<file path="src/rtl/ov7670_cap_pkg.sv">
// Shared types and constants for the OV7670 capture front end.
// Default geometry is QVGA; the top may be built for other sizes.
package ov7670_cap_pkg;

   typedef enum logic [1:0] {
      IDLE    = 2'd0,
      WAIT_VS = 2'd1,
      VS_HIGH = 2'd2,
      FRAME   = 2'd3
   } state_t;

   localparam int ERR_LINE = 0;
   localparam int ERR_OVF  = 1;

   localparam int DEF_WIDTH  = 320;
   localparam int DEF_HEIGHT = 240;
   localparam int NUM_PIXELS = DEF_WIDTH * DEF_HEIGHT;
   localparam int ADDR_W     = $clog2(NUM_PIXELS);
   localparam int PIX_W      = 16;

   // Camera sends RGB565 high byte first.
   function automatic logic [PIX_W-1:0] rgb565(input logic [7:0] first_byte,
                                               input logic [7:0] second_byte);
      return {first_byte, second_byte};
   endfunction

endpackage

</file>
<file path="src/rtl/ov7670_capture_if.sv">
// Pixel write port and frame status from the capture block to the filter chain.
// we_out is a one-cycle valid strobe with no ready: the consumer must accept every write.
interface ov7670_capture_if;
   import ov7670_cap_pkg::*;

   logic              we_out;
   logic [ADDR_W-1:0] wAddr_out;
   logic [PIX_W-1:0]  wData_out;
   logic              frame_start;
   logic              frame_done;
   logic              frame_ok;
   logic [1:0]        err;
   state_t            state;

   modport master (
      output we_out, wAddr_out, wData_out,
      output frame_start, frame_done, frame_ok, err, state
   );

   modport slave (
      input we_out, wAddr_out, wData_out,
      input frame_start, frame_done, frame_ok, err, state
   );

endinterface

</file>
<file path="src/rtl/ov7670_capture_cam_sig_sync.sv">
// N-stage synchronizer with a previous-sample register and edge outputs.
// All camera inputs use the same depth so their samples stay aligned.
module cam_sig_sync #(
   parameter int W      = 1,
   parameter int STAGES = 2
) (
   input  logic         clk,
   input  logic         reset,
   input  logic [W-1:0] d,
   output logic [W-1:0] q,
   output logic [W-1:0] rise,
   output logic [W-1:0] fall
);

   logic [W-1:0] sr [STAGES];
   logic [W-1:0] prev;

   always_ff @(posedge clk) begin
      if (reset) begin
         for (int i = 0; i < STAGES; i++) sr[i] <= '0;
         prev <= '0;
      end else begin
         sr[0] <= d;
         for (int i = 1; i < STAGES; i++) sr[i] <= sr[i-1];
         prev <= sr[STAGES-1];
      end
   end

   assign q    = sr[STAGES-1];
   assign rise = q & ~prev;
   assign fall = ~q & prev;

endmodule

</file>
<file path="src/rtl/ov7670_capture.sv">
// OV7670 byte-stream capture: oversamples PCLK/VSYNC/HREF/D in the clk domain
// and emits RGB565 pixel writes with linear frame-buffer addresses.
module ov7670_capture
   import ov7670_cap_pkg::*;
#(
   parameter int IMG_WIDTH   = DEF_WIDTH,
   parameter int IMG_HEIGHT  = DEF_HEIGHT,
   parameter int SYNC_STAGES = 2
) (
   input  logic              clk,
   input  logic              reset,
   input  logic              enable,
   input  logic              cam_pclk,
   input  logic              cam_vsync,
   input  logic              cam_href,
   input  logic [7:0]        cam_data,
   ov7670_capture_if.master  wr
);

   localparam int                NPIX   = IMG_WIDTH * IMG_HEIGHT;
   localparam logic [ADDR_W-1:0] NPIX_A = ADDR_W'(NPIX);
   // Two extra bits so over-long frames keep counting without wrapping.
   localparam int                CNT_W  = ADDR_W + 2;

   logic       pclk_q, pclk_rise, pclk_fall;
   logic       vs_q, vs_rise, vs_fall;
   logic       href_q, href_rise, href_fall;
   logic [7:0] data_q, data_rise, data_fall;
   logic       unused_sync;

   cam_sig_sync #(.W(1), .STAGES(SYNC_STAGES)) u_sync_pclk (
      .clk(clk), .reset(reset), .d(cam_pclk),
      .q(pclk_q), .rise(pclk_rise), .fall(pclk_fall)
   );

   cam_sig_sync #(.W(1), .STAGES(SYNC_STAGES)) u_sync_vsync (
      .clk(clk), .reset(reset), .d(cam_vsync),
      .q(vs_q), .rise(vs_rise), .fall(vs_fall)
   );

   cam_sig_sync #(.W(1), .STAGES(SYNC_STAGES)) u_sync_href (
      .clk(clk), .reset(reset), .d(cam_href),
      .q(href_q), .rise(href_rise), .fall(href_fall)
   );

   cam_sig_sync #(.W(8), .STAGES(SYNC_STAGES)) u_sync_data (
      .clk(clk), .reset(reset), .d(cam_data),
      .q(data_q), .rise(data_rise), .fall(data_fall)
   );

   assign unused_sync = ^{pclk_q, pclk_fall, vs_q, data_rise, data_fall};

   state_t             state;
   logic               phase;
   logic [7:0]         hi_byte;
   logic               pix_valid;
   logic [PIX_W-1:0]   pix_data;
   logic [ADDR_W-1:0]  addr;
   logic [CNT_W-1:0]   line_cnt;
   logic [CNT_W-1:0]   pix_cnt;
   logic [1:0]         err;
   logic               we;
   logic [ADDR_W-1:0]  waddr;
   logic [PIX_W-1:0]   wdata;
   logic               fstart;
   logic               fdone;
   logic               fok;

   logic               capture;
   logic               phase_eff;
   logic               write_ok;
   logic [CNT_W-1:0]   line_cnt_eff;
   logic [CNT_W-1:0]   pix_cnt_nxt;
   logic [1:0]         err_nxt;

   always_comb begin
      capture   = (state == FRAME) && pclk_rise && href_q;
      phase_eff = href_rise ? 1'b0 : phase;
      write_ok  = pix_valid && (addr < NPIX_A);
      // A pixel still in the write stage belongs to the line that is ending.
      line_cnt_eff = line_cnt + CNT_W'(pix_valid);
      pix_cnt_nxt  = pix_cnt + CNT_W'(pix_valid);
      err_nxt = err;
      if (pix_valid && !write_ok)
         err_nxt[ERR_OVF] = 1'b1;
      if ((state == FRAME) && href_fall &&
          ((line_cnt_eff != CNT_W'(IMG_WIDTH)) || phase))
         err_nxt[ERR_LINE] = 1'b1;
   end

   always_ff @(posedge clk) begin
      if (reset) begin
         state     <= IDLE;
         phase     <= 1'b0;
         hi_byte   <= '0;
         pix_valid <= 1'b0;
         pix_data  <= '0;
         addr      <= '0;
         line_cnt  <= '0;
         pix_cnt   <= '0;
         err       <= '0;
         we        <= 1'b0;
         waddr     <= '0;
         wdata     <= '0;
         fstart    <= 1'b0;
         fdone     <= 1'b0;
         fok       <= 1'b0;
      end else begin
         we        <= 1'b0;
         fstart    <= 1'b0;
         fdone     <= 1'b0;
         fok       <= 1'b0;
         pix_valid <= 1'b0;
         err       <= err_nxt;

         // Write stage: addr holds once the buffer is full, counts keep going.
         if (pix_valid) begin
            line_cnt <= line_cnt + CNT_W'(1);
            pix_cnt  <= pix_cnt_nxt;
            if (write_ok) begin
               we    <= 1'b1;
               waddr <= addr;
               wdata <= pix_data;
               addr  <= addr + ADDR_W'(1);
            end
         end

         if (state == FRAME) begin
            if (href_rise) begin
               phase    <= 1'b0;
               line_cnt <= '0;
            end
            if (capture) begin
               if (!phase_eff) begin
                  hi_byte <= data_q;
                  phase   <= 1'b1;
               end else begin
                  pix_valid <= 1'b1;
                  pix_data  <= rgb565(hi_byte, data_q);
                  phase     <= 1'b0;
               end
            end
         end

         case (state)
            IDLE: begin
               if (enable) state <= WAIT_VS;
            end
            WAIT_VS: begin
               if (vs_rise) state <= VS_HIGH;
            end
            VS_HIGH: begin
               if (vs_fall) begin
                  state    <= FRAME;
                  addr     <= '0;
                  err      <= '0;
                  pix_cnt  <= '0;
                  line_cnt <= '0;
                  phase    <= 1'b0;
                  fstart   <= 1'b1;
               end
            end
            FRAME: begin
               // enable only matters here, so a started frame always completes.
               if (vs_rise) begin
                  fdone <= 1'b1;
                  fok   <= (pix_cnt_nxt == CNT_W'(NPIX)) && (err_nxt == 2'b00);
                  state <= enable ? VS_HIGH : IDLE;
               end
            end
            default: state <= IDLE;
         endcase
      end
   end

   assign wr.we_out      = we;
   assign wr.wAddr_out   = waddr;
   assign wr.wData_out   = wdata;
   assign wr.frame_start = fstart;
   assign wr.frame_done  = fdone;
   assign wr.frame_ok    = fok;
   assign wr.err         = err;
   assign wr.state       = state;

endmodule

</file>
<file path="src/flat_wrapper.sv">
// flat-port wrapper written by rule: the top's interface ports become plain ports
module ov7670_capture_flat import ov7670_cap_pkg::*;
#(
   parameter int IMG_WIDTH   = DEF_WIDTH,
   parameter int IMG_HEIGHT  = DEF_HEIGHT,
   parameter int SYNC_STAGES = 2
)
  (clk, reset, enable, cam_pclk, cam_vsync, cam_href, cam_data, wr_we_out, wr_wAddr_out, wr_wData_out, wr_frame_start, wr_frame_done, wr_frame_ok, wr_err, wr_state);
  ov7670_capture_if wr_i ();
  input  logic clk;
  input  logic reset;
  input  logic enable;
  input  logic cam_pclk;
  input  logic cam_vsync;
  input  logic cam_href;
  input  logic [7:0] cam_data;
  output wire logic [$bits(wr_i.we_out)-1:0] wr_we_out;
  output wire logic [$bits(wr_i.wAddr_out)-1:0] wr_wAddr_out;
  output wire logic [$bits(wr_i.wData_out)-1:0] wr_wData_out;
  output wire logic [$bits(wr_i.frame_start)-1:0] wr_frame_start;
  output wire logic [$bits(wr_i.frame_done)-1:0] wr_frame_done;
  output wire logic [$bits(wr_i.frame_ok)-1:0] wr_frame_ok;
  output wire logic [$bits(wr_i.err)-1:0] wr_err;
  output wire logic [$bits(wr_i.state)-1:0] wr_state;
  assign wr_we_out = wr_i.we_out;
  assign wr_wAddr_out = wr_i.wAddr_out;
  assign wr_wData_out = wr_i.wData_out;
  assign wr_frame_start = wr_i.frame_start;
  assign wr_frame_done = wr_i.frame_done;
  assign wr_frame_ok = wr_i.frame_ok;
  assign wr_err = wr_i.err;
  assign wr_state = wr_i.state;
  ov7670_capture #(.IMG_WIDTH(IMG_WIDTH), .IMG_HEIGHT(IMG_HEIGHT), .SYNC_STAGES(SYNC_STAGES)) u_core (.clk(clk), .reset(reset), .enable(enable), .cam_pclk(cam_pclk), .cam_vsync(cam_vsync), .cam_href(cam_href), .cam_data(cam_data), .wr(wr_i));
endmodule
</file>
<file path="config.mk">
export PLATFORM = sky130hd
export DESIGN_NAME = ov7670_capture_flat
export DESIGN_NICKNAME = d
export VERILOG_FILES = /design/src/rtl/ov7670_cap_pkg.sv /design/src/rtl/ov7670_capture_if.sv /design/src/rtl/ov7670_capture_cam_sig_sync.sv /design/src/rtl/ov7670_capture.sv /design/src/flat_wrapper.sv
export SDC_FILE = /design/constraint.sdc
export NUM_CORES = 1
export LEC_CHECK = 0
export ABC_AREA = 1
export BUFFER_PORTS_ARGS = -buffer_cell sky130_fd_sc_hd__buf_2
export CORE_UTILIZATION = 45
export DETAILED_ROUTE_END_ITERATION = 7
export GPL_ROUTABILITY_DRIVEN = 0
export HOLD_SLACK_MARGIN = 0.06
export PLACE_DENSITY_LB_ADDON = 0.3
export SLEW_MARGIN = 20
export SYNTH_ARGS = -nofsm -noshare
export SYNTH_HDL_FRONTEND = slang
export SYNTH_HIERARCHICAL = 1
export SYNTH_SLANG_ARGS = --single-unit
</file>
<file path="constraint.sdc">
create_clock -name clk -period 3 [get_ports clk]
set_input_delay 0.75 -clock clk [delete_from_list [all_inputs] [get_ports clk]]
set_output_delay 0.75 -clock clk [all_outputs]
set_load 0.01 [all_outputs]
</file>
-- Word-level counts from Yosys, hierarchy flattened
Memories as Yosys holds them, arrays and structs flattened.
Index checks and enable logic that the tools add are counted.
- order comparisons: 1
- reduce and logical (&&, ||, !) cells: 20
- bitwise logic cells: 24
- multiplexer cells: 43
- $add $sub $neg: 4
- eq/ne operators: 9
- operator list (cell ; number):
    19-bit two-way mux ; 8
    17-bit two-way mux ; 4
    19-bit by 1-bit adder with 19-bit output ; 2
    1-bit two-way mux ; 21
    19-bit by 1-bit adder with 19-bit output (second input constant) ; 1
    19-bit by 17-bit equality test with 1-bit output (second input constant) ; 1
    19-bit by 9-bit != test with 1-bit output (second input constant) ; 1
    17-bit by 1-bit adder with 17-bit output (second input constant) ; 1
    17-bit less-than comparator (second input constant) ; 1
    8-bit two-way mux ; 2
    2-bit two-way mux ; 7
    1-bit inverter ; 11
    2-bit != test (second input constant) ; 4
    1-bit bitwise OR ; 8
    2-bit case mux with 4 select lines ; 1
    1-bit logical AND ; 7
    3-bit AND reduction ; 2
    2-bit OR reduction ; 3
    3-bit OR reduction ; 2
    1-bit bitwise AND ; 5
    2-bit equality test (second input constant) ; 2
    2-bit logical NOT ; 2
    4-bit AND reduction ; 1
    2-bit by 1-bit equality test with 1-bit output (second input constant) ; 1
    other kinds (3) ; 3
- memories: 4
- word-level logic and storage cells: 123
- register bits: 125
- memory bits (writable): 22
- output and inout port bits: 41
- bits of input ports: 14
- memory list (memory ; depth ; bits a word ; read ports ; clocked after memory_dff ; wr ports ; line ; source):
    u_core.u_sync_data.sr ; 2 ; 8 ; 2 ; 0 ; 2 ; ov7670_capture_cam_sig_sync.sv:15 ; logic [W-1:0] sr [STAGES];
    u_core.u_sync_href.sr ; 2 ; 1 ; 2 ; 0 ; 2 ; ov7670_capture_cam_sig_sync.sv:15 ;
    u_core.u_sync_pclk.sr ; 2 ; 1 ; 2 ; 0 ; 2 ; ov7670_capture_cam_sig_sync.sv:15 ;
    u_core.u_sync_vsync.sr ; 2 ; 1 ; 2 ; 0 ; 2 ; ov7670_capture_cam_sig_sync.sv:15 ;

-- Depth between registers and ports, before layout
Gate-level depths: netlist of run 1.
- word-level depth: 8
- depth in mapped cells: 15
- gate-level depth less buffers: 15

-- Cells and area by module
The synthesis of run 1 kept the hierarchy.
- by module, submodules not included (module ; cells each ; area an instance (um^2) ; sequential area each (um^2) ; times used):
    ov7670_capture ; 784 ; 5671.7 ; 2442.3 ; 1
    cam_sig_sync at u_core.u_sync_data ; 106 ; 833.3 ; 480.5 ; 1
    cam_sig_sync at u_core.u_sync_href ... ; 12 ; 93.8 ; 60.1 ; 3

-- Worst setup path before layout of run 1
No wires, ideal clock.
- path kind: flip-flop to flip-flop
- start: register u_core.pix_valid
- end: register u_core.fok (netlist: u_core/wr.frame_ok)
- buffers on the path: 0
- arrival time: 1692 ps
- library setup time: 64 ps
- data required time: 2936 ps
- stages on the path, launching flop included: 15
- clock period less this slack: 1756 ps
- setup slack: 1244 ps
- cell sequence: dfxtp_1 -> ha_1 -> ha_1 -> nand2_2 -> nor2_4 -> nand3_2 -> nor2_2 -> nand2_1 -> nand2_1 -> inv_1 -> nor2_2 -> nand3_1 -> nor2_1 -> nand2_1 -> nor2_1
- longest elaborated chain between the ends: 7
- elaborated cells on any way between the ends: 13
- classes of those cells: add/sub (2); eq/ne (2); mux (2); reduce/logical (7)
- RTL lines (element ; line ; source):
    start: declaration ; ov7670_capture.sv:56 ; logic pix_valid;
    start signal: assignment ; ov7670_capture.sv:96 ; pix_valid <= 1'b0;
    start signal: assignment ; ov7670_capture.sv:113 ; pix_valid <= 1'b0;
    start signal: assignment ; ov7670_capture.sv:138 ; pix_valid <= 1'b1;
    19-bit by 1-bit adder with 19-bit output ; ov7670_capture.sv:81 ; line_cnt_eff = line_cnt + CNT_W'(pix_valid);
    19-bit by 9-bit != test with 1-bit output ; ov7670_capture.sv:87 ; ((line_cnt_eff != CNT_W'(IMG_WIDTH)) || phase))
    1-bit logical OR ; ov7670_capture.sv:87 ;
    1-bit logical AND ; ov7670_capture.sv:86 ; if ((state == FRAME) && href_fall &&
    1-bit two-way mux ; ov7670_capture.sv:86 ;
    2-bit logical NOT ; ov7670_capture.sv:167 ; fok <= (pix_cnt_nxt == CNT_W'(NPIX)) && (err_nxt == 2'b00);
    1-bit logical AND (*) ; ov7670_capture.sv:167 ;
    end signal: assignment ; ov7670_capture.sv:167 ;
    end: declaration ; ov7670_capture.sv:67 ; logic fok;
Mark *: on every way between the ends. The rest lies on a longest branch, timed or not.
A chain may end at the register's enable or synchronous reset.

-- Worst setup path in the final report of run 1
- start: register u_core.state[0] (netlist: u_core/wr.state[0])
- end: register u_core.pix_data[7]
- longest elaborated chain between the ends: 4
- RTL lines (element ; line ; source):
    start: declaration ; ov7670_capture.sv:53 ; state_t state;
    start signal: assignment ; ov7670_capture.sv:168 ; state <= enable ? VS_HIGH : IDLE;
    2-bit equality test (*) ; ov7670_capture.sv:77, ov7670_capture.sv:128 ;
    1-bit logical AND (2 in series) ; ov7670_capture.sv:77 ; capture = (state == FRAME) && pclk_rise && href_q;
    3-bit AND reduction (no source line) (*) ; -- ;
    end signal: assignment ; ov7670_capture.sv:139 ; pix_data <= rgb565(hi_byte, data_q);
    end: declaration ; ov7670_capture.sv:57 ; logic [PIX_W-1:0] pix_data;
Marks and branches as above.

==> summary.txt, run 1 <==
Run status
  • Status: finished, final reports clean

CTS
  • Clock insertion delay at the later pin of the skew report: 0.42 ns
  • CTS tree: done
  • CTS Buffer Depth: 2
  • Reg clk slew, reported paths: 0.06 ns
  • Root Buffer: clkbuf_16
  • Clock sinks: 147
  • Post-CTS sizing: 0
  • Number of setup buffers added after CTS: 0
  • H-tree levels: 4
  • CTS Buf Count: 17
  • Cts hold-fix bufs: 0

Worst setup path
  • Critical path type: flip-flop to flip-flop
  • Crit. End Element: flip-flop
  • CP delay by family, top: simple AND/OR/NAND/NOR gates
  • Critical path's largest stage delay: 0.47 ns
  • Worst path cell trace: nand2_1 -> inv_2 -> nand3_1 -> inv_1 -> ha_1 -> nand2_1 -> o21ai_0 -> a21oi_1
  • Crit-path most repeated cell: nand2_1
  • Arr. time, crit path: 2.54 ns
  • Startpoint types: flip-flop
  • Crit-path slowest cell: nand2_1
  • CP max FO: 29
  • Required @ worst endpoint: 3.28 ns
  • CP bufs+invs: 2

Final layout
  • Diode count: 0
  • Reg area: 2940 um^2
  • P&R area growth vs syn: 14.0%
  • FILL cells: 1,329
  • Share of cells above drive strength 1: 15.1%
  • Multi-input logic area: 2860 um^2
  • Final net count: 942

Route
  • DR WL/cell: 11.3 um
  • Final wirelength: 12,600 um
  • Routed via count: 5,273
  • Drt drc: 0
  • TritonRoute pass-1 iters: 5
  • Post-route ant nets: 0
  • Starting DRC count in detailed routing: 277
  • DR vias/cell: 4.74

Timing
  • Sum Neg Setup Slack: 0 ns
  • Slew headroom: 48.6%
  • Final slew viol count: 0
  • RSZ-0062 raised after global routing: false
  • Min Hold Slack: 0.400 ns
  • Fin crit share: 75.3%
  • Setup-failing EPs final: 0
  • Fmax: 443 MHz
  • Slew @ Worst Pin: 0.769 ns
  • Final Hold Violating Endpoints: 0
  • Clock skew: 0.0107 ns
  • Crit path time final: 2.26 ns
  • Setup ws final: 0.742 ns

Global route
  • Vias in the first global route: 4,584
  • Largest net degree at the start of global routing: 47
  • First-pass GRT wire length: 21,300 um
  • Initial antenna violation count: 0
  • Gr usage total: 18.2%
  • GRT busiest layer: met2
  • Grt ovf: 0
  • Met2 Usage GRT: 27.4%
  • Met1 Use GR: 25.0%
  • GR Layer Usage met3: 4.35%

Floorplanning
  • Count of pins on the block boundary: 55
  • Core footprint: 13,900 um^2
  • Die X: 122 um
  • Initial Utilization: 46.4%
  • Die Ht: 122 um
  • Die area: 14,900 um^2
  • Row count: 43

Yosys
  • Syn Area/Cell: 7.38 um^2
  • Synth Instances: 876
  • Mapped Nets: 899
  • Post-Syn Area: 6470 um^2
  • Yosys warnings: 6

Pwr
  • Total power: 4.18 mW
  • Flop pwr share: 47.9%
  • P_int: 3.22 mW
  • Power Density: 567 nW/um^2
  • Worst VDD drop: 0.000415 V
  • Combinational group share of total power: 4.4%
  • Net switching power: 0.968 mW
  • Clock group share of total power: 47.7%
  • Lkg Pwr: 3.05 nW
  • Switching part of the total: 23.1%

Run
  • Max-cap viol count: 0

Place
  • Post-DP HPWL: 8820 um
  • PortBufs: 54
  • Post-Place Setup Slack: 0.749 ns

Hold path
  • Path category of the worst min-delay check: flip-flop to flip-flop
==> stage by stage <==
step                      util (%)  cell area [um^2]  cells
after floorplan                  -              6470    876
after global placement        48.9              6810   1080
after detailed placement      48.9              6810   1080
after CTS                     52.9              7370   1112
after global routing          52.9              7370   1112
final                         52.9              7370   1112
==> cell type report <==
class / count / share of cell area, %
clock inverter: 13 / 1.68
inverter: 119 / 6.06
tap: 180 / 3.05
timing repair buffer: 62 / 4.48
multi-input combinational: 572 / 38.8
clock buffer: 19 / 6.01
sequential: 147 / 39.9
==> worst min-delay path: cells and delay by family (launching register included) <==
family                 cells  cell delay, ns
and+or+nand+nor            1            0.03
buffers and inverters      1            0.04
DFF                        1            0.29
==> sequential cells by signal, indices dropped and copies added, names as in the netlist, 2 cells and up <==
signal and cells:
u_core/addr 17, u_core/hi_byte 8, u_core/line_cnt 19, u_core/pix_cnt 19, u_core/pix_data 16, u_core/u_sync_data/sr 16, u_core/u_sync_href/sr 2, u_core/u_sync_pclk/sr 2
u_core/u_sync_vsync/sr 2, u_core/wr.err 2, u_core/wr.state 2, u_core/wr.wAddr_out 17, u_core/wr.wData_out 16
==> layer usage <==
layer / part of all wire [%] / routed length [um] / vias to the layer above
met5: 0 / 0 / -
met4: 0.54 / 68 / 0
met3: 3.0 / 377 / 6
met2: 45 / 5680 / 77
met1: 51 / 6450 / 2311
li1: - / - / 2879
==> worst paths after layout <==
| path | depth (start not counted) | start | slack (ns) | to |
|---|---|---|---|---|
| hold reg to reg | 2 | u_core/u_sync_data/sr[0][4] | 0.40 | u_core/u_sync_data/sr[0][12] |
| setup reg to reg | 8 | u_core/wr.state[0] | 0.74 | u_core/pix_data[7] |
| setup / recovery | 8 | u_core/wr.state[0] | 0.74 | u_core/pix_data[7] |
| hold / removal | 2 | u_core/u_sync_data/sr[0][4] | 0.40 | u_core/u_sync_data/sr[0][12] |
==> power by group through the flow <==
| stage | logic, mW | registers [mW] | clock network, mW |
|---|---|---|---|
| after floorplan | 0.134 | 2.05 | 0 |
| after global placement | 0.183 | 2.05 | 0 |
| after detailed placement | 0.185 | 2.05 | 0 |
| after CTS | 0.187 | 2.00 | 2.05 |
| after global routing | 0.214 | 2.01 | 2.15 |
| final | 0.185 | 2.00 | 2.00 |
==> cells in the final DEF, fill, tap and decap left out, types with 8 or more instances in the layout <==
cell       count
nand2_1      126
nor2_4        10
ha_1           9
o21ai_0       75
nor3_1        14
nand3_1       41
inv_1        110
nand4_1       11
nand2_2       12
buf_4          8
nor2_2         9
nor2_1       140
dfxtp_1      147
clkbuf_16     17
inv_2          8
buf_2         54
xor2_1        14
a21oi_1       78
No activity file was read; power rests on OpenSTA's default activity.
==> run 2: changes to the inputs <==
==> constraint.sdc (replaced) <==
create_clock -name clk -period 2.1 [get_ports clk]
set_input_delay 0.525 -clock clk [delete_from_list [all_inputs] [get_ports clk]]
set_output_delay 0.525 -clock clk [all_outputs]
set_load 0.01 [all_outputs]
==> summary.txt, run 2 (synthesized netlist as in run 1, its figures left out) <==
Pwr
  • Switching part of the total: 22.3% (was 23.1%)
  • Clock group share of total power: 50.8% (was 47.7%)
  • Lkg Pwr: 3.11 nW (was 3.05 nW)
  • Flop pwr share: 44.8% (was 47.9%)
  • Power Density: 849 nW/um^2 (was 567 nW/um^2)
  • Combinational group share of total power: 4.4% (about the same)
  • Total power: 6.39 mW (was 4.18 mW)
  • Worst VDD drop: 0.000560 V (was 0.000415 V)
  • Net switching power: 1.42 mW (was 0.968 mW)
  • P_int: 4.96 mW (was 3.22 mW)

Worst setup path
  • Reg2Reg Setup Slack: 0.17 ns (was 0.74 ns)
  • R2r worst-path depth: 14 (was 8)
  • Critical path type: flip-flop to flip-flop (unchanged)
  • Crit-path most repeated cell: nand2_1 (unchanged)
  • Arr. time, crit path: 2.28 ns (was 2.54 ns)
  • Critical path's largest stage delay: 0.35 ns (was 0.47 ns)
  • Startpoint types: flip-flop (unchanged)
  • Crit. End Element: flip-flop (unchanged)
  • Reg-to-Reg End: u_core/wr.frame_ok (was u_core/pix_data[7])
  • Required @ worst endpoint: 2.45 ns (was 3.28 ns)
  • Worst path cell trace: ha_1 -> ha_1 -> nand2_2 -> nor2_4 -> nand3_2 -> nor2_2 -> nand2_1 -> nand2_1 -> inv_1 -> nor2_2 -> nand3_1 -> nor2_1 -> nand2_1 -> nor2_1 (was nand2_1 -> inv_2 -> nand3_1 -> inv_1 -> ha_1 -> nand2_1 -> o21ai_0 -> a21oi_1)
  • Worst reg2reg startpoint: u_core/pix_valid (was u_core/wr.state[0])
  • CP max FO: 4 (was 29)
  • Crit-path slowest cell: dfxtp_2 (was nand2_1)

Route
  • DR WL/cell: 11.6 um (was 11.3 um)
  • Final wirelength: 13,000 um (was 12,600 um)
  • Drt drc: 0 (unchanged)
  • DR vias/cell: 4.86 (was 4.74)
  • Post-route ant nets: 0 (unchanged)
  • TritonRoute pass-1 iters: 5 (unchanged)
  • Starting DRC count in detailed routing: 320 (was 277)
  • Routed via count: 5,438 (was 5,273)

CTS
  • Root Buffer: clkbuf_16 (unchanged)
  • Number of setup buffers added after CTS: 0 (unchanged)
  • Cts hold-fix bufs: 0 (unchanged)
  • Clock insertion delay at the later pin of the skew report: 0.42 ns (about the same)
  • CTS tree: done (unchanged)
  • Reg clk slew, reported paths: 0.06 ns (about the same)
  • CTS Buffer Depth: 2 (unchanged)
  • CTS Buf Count: 17 (unchanged)
  • Clock sinks: 147 (unchanged)
  • Post-CTS sizing: 0 (unchanged)
  • H-tree levels: 4 (unchanged)

Final layout
  • Largest regs: u_core/line_cnt: 19 flops, u_core/pix_cnt: 19 flops (unchanged)
  • FILL cells: 1,327 (was 1,329)
  • Most frequent cells in the layout: dfxtp_1, nor2_1, nand2_1, inv_1, a21oi_1 (unchanged)
  • Diode count: 0 (unchanged)
  • Share of cells above drive strength 1: 16.3% (was 15.1%)
  • Final net count: 949 (was 942)
  • Reg area: 2940 um^2 (about the same)
  • Most common cell after layout, fill and taps aside: dfxtp_1 (unchanged)
  • P&R area growth vs syn: 16.2% (was 14.0%)
  • Multi-input logic area: 2870 um^2 (was 2860 um^2)

Floorplanning
  • Die area: 14,900 um^2 (unchanged)
  • Row count: 43 (unchanged)
  • Die X: 122 um (unchanged)
  • Count of pins on the block boundary: 55 (unchanged)
  • Initial Utilization: 46.4% (unchanged)
  • Die Ht: 122 um (unchanged)
  • Core footprint: 13,900 um^2 (unchanged)

Hold path
  • Hold depth: 3 (was 2)
  • Path category of the worst min-delay check: primary input to flip-flop (was flip-flop to flip-flop)
  • WHS Endpoint: u_core/u_sync_data/sr[0][5] (was u_core/u_sync_data/sr[0][12])
  • HP Start: cam_data[5] (was u_core/u_sync_data/sr[0][4])

Timing
  • RSZ-0062 raised after global routing: false (unchanged)
  • Min Hold Slack: 0.301 ns (was 0.400 ns)
  • Slew @ Worst Pin: 0.456 ns (was 0.769 ns)
  • Slew headroom: 69.6% (was 48.6%)
  • Final slew viol count: 0 (unchanged)
  • Sum Neg Setup Slack: 0 ns (unchanged)
  • Fmax: 518 MHz (was 443 MHz)
  • Fin crit share: 91.9% (was 75.3%)
  • Crit path time final: 1.93 ns (was 2.26 ns)
  • Clock skew: 0.0156 ns (was 0.0107 ns)
  • Setup-failing EPs final: 0 (unchanged)
  • Final Hold Violating Endpoints: 0 (unchanged)

Place
  • Post-DP HPWL: 9170 um (was 8820 um)
  • PortBufs: 54 (unchanged)

Global route
  • Vias in the first global route: 4,953 (was 4,584)
  • First-pass GRT wire length: 22,600 um (was 21,300 um)
  • Initial antenna violation count: 0 (unchanged)
  • Largest net degree at the start of global routing: 47 (unchanged)
  • Gr usage total: 19.1% (was 18.2%)
  • Grt ovf: 0 (unchanged)

Run
  • Max-cap viol count: 0 (unchanged)

Run status
  • Status: finished, final reports clean (unchanged)
## run 2: cell types whose count changed in the layout (fill, tap and decap cells not counted), sizes merged
cell    change
buf         +7
bufinv      +3
clkbuf      -1
clkinv      -2
## run 2: worst max path at each step
stage / to / start / cells past startpoint
2_1_floorplan: u_core/wr.frame_ok / u_core/pix_valid / 14
3_3_place_gp: u_core/wr.frame_ok / u_core/pix_valid / 14
3_5_place_dp: u_core/wr.frame_ok / u_core/pix_valid / 14
4_1_cts: u_core/wr.frame_ok / u_core/pix_valid / 14
5_1_grt: u_core/wr.frame_ok / u_core/pix_valid / 14
6_report: u_core/wr.frame_ok / u_core/pix_valid / 14
## run 2: power by group through the flow
| stage | clock network, mW | registers [mW] | logic, mW |
|---|---|---|---|
| floorplan | 0 | 2.92 | 0.191 |
| global placement | 0 | 2.92 | 0.272 |
| detailed placement | 0 | 2.92 | 0.280 |
| CTS | 3.31 | 2.86 | 0.279 |
| global route | 3.44 | 2.87 | 0.319 |
| finish | 3.25 | 2.86 | 0.278 |
## run 2: critical path: cells and delay by family (launching register included)
family,cells,cell delay [ns]
AND/OR/NAND/NOR,11,1.07
adder cells (fa/ha/maj),2,0.39
flip-flops,1,0.35
buffers and inverters,1,0.04
## run 2: area by class of cell
cell class / instances / share of cell area, %
Inverter: 119 / 5.94
Tap cell: 180 / 3.00
Multi-Input combinational cell: 572 / 38.2
Timing Repair Buffer: 69 / 5.26
Sequential cell: 147 / 39.2
Clock inverter: 14 / 2.65
Clock buffer: 18 / 5.84
## run 2: per-stage QoR
stage	setup slack, ns	utilization, %	instances	cell area (um^2)
detailed placement	0.157	49.3	1087	6870
finish	0.171	54.0	1119	7520
CTS	0.125	53.9	1119	7510
global placement	0.189	49.3	1087	6870
global route	0.00158	54.0	1119	7520
floorplan	0.344	-	876	6470
## run 2: metal layers
layer	share of wire, %	vias up	global-route usage (%)
li1	-	2889	-
met1	48	2440	25.2
met2	47	96	30.3
met3	4.0	13	4.82
met4	1.1	0	6.64
met5	0	-	0
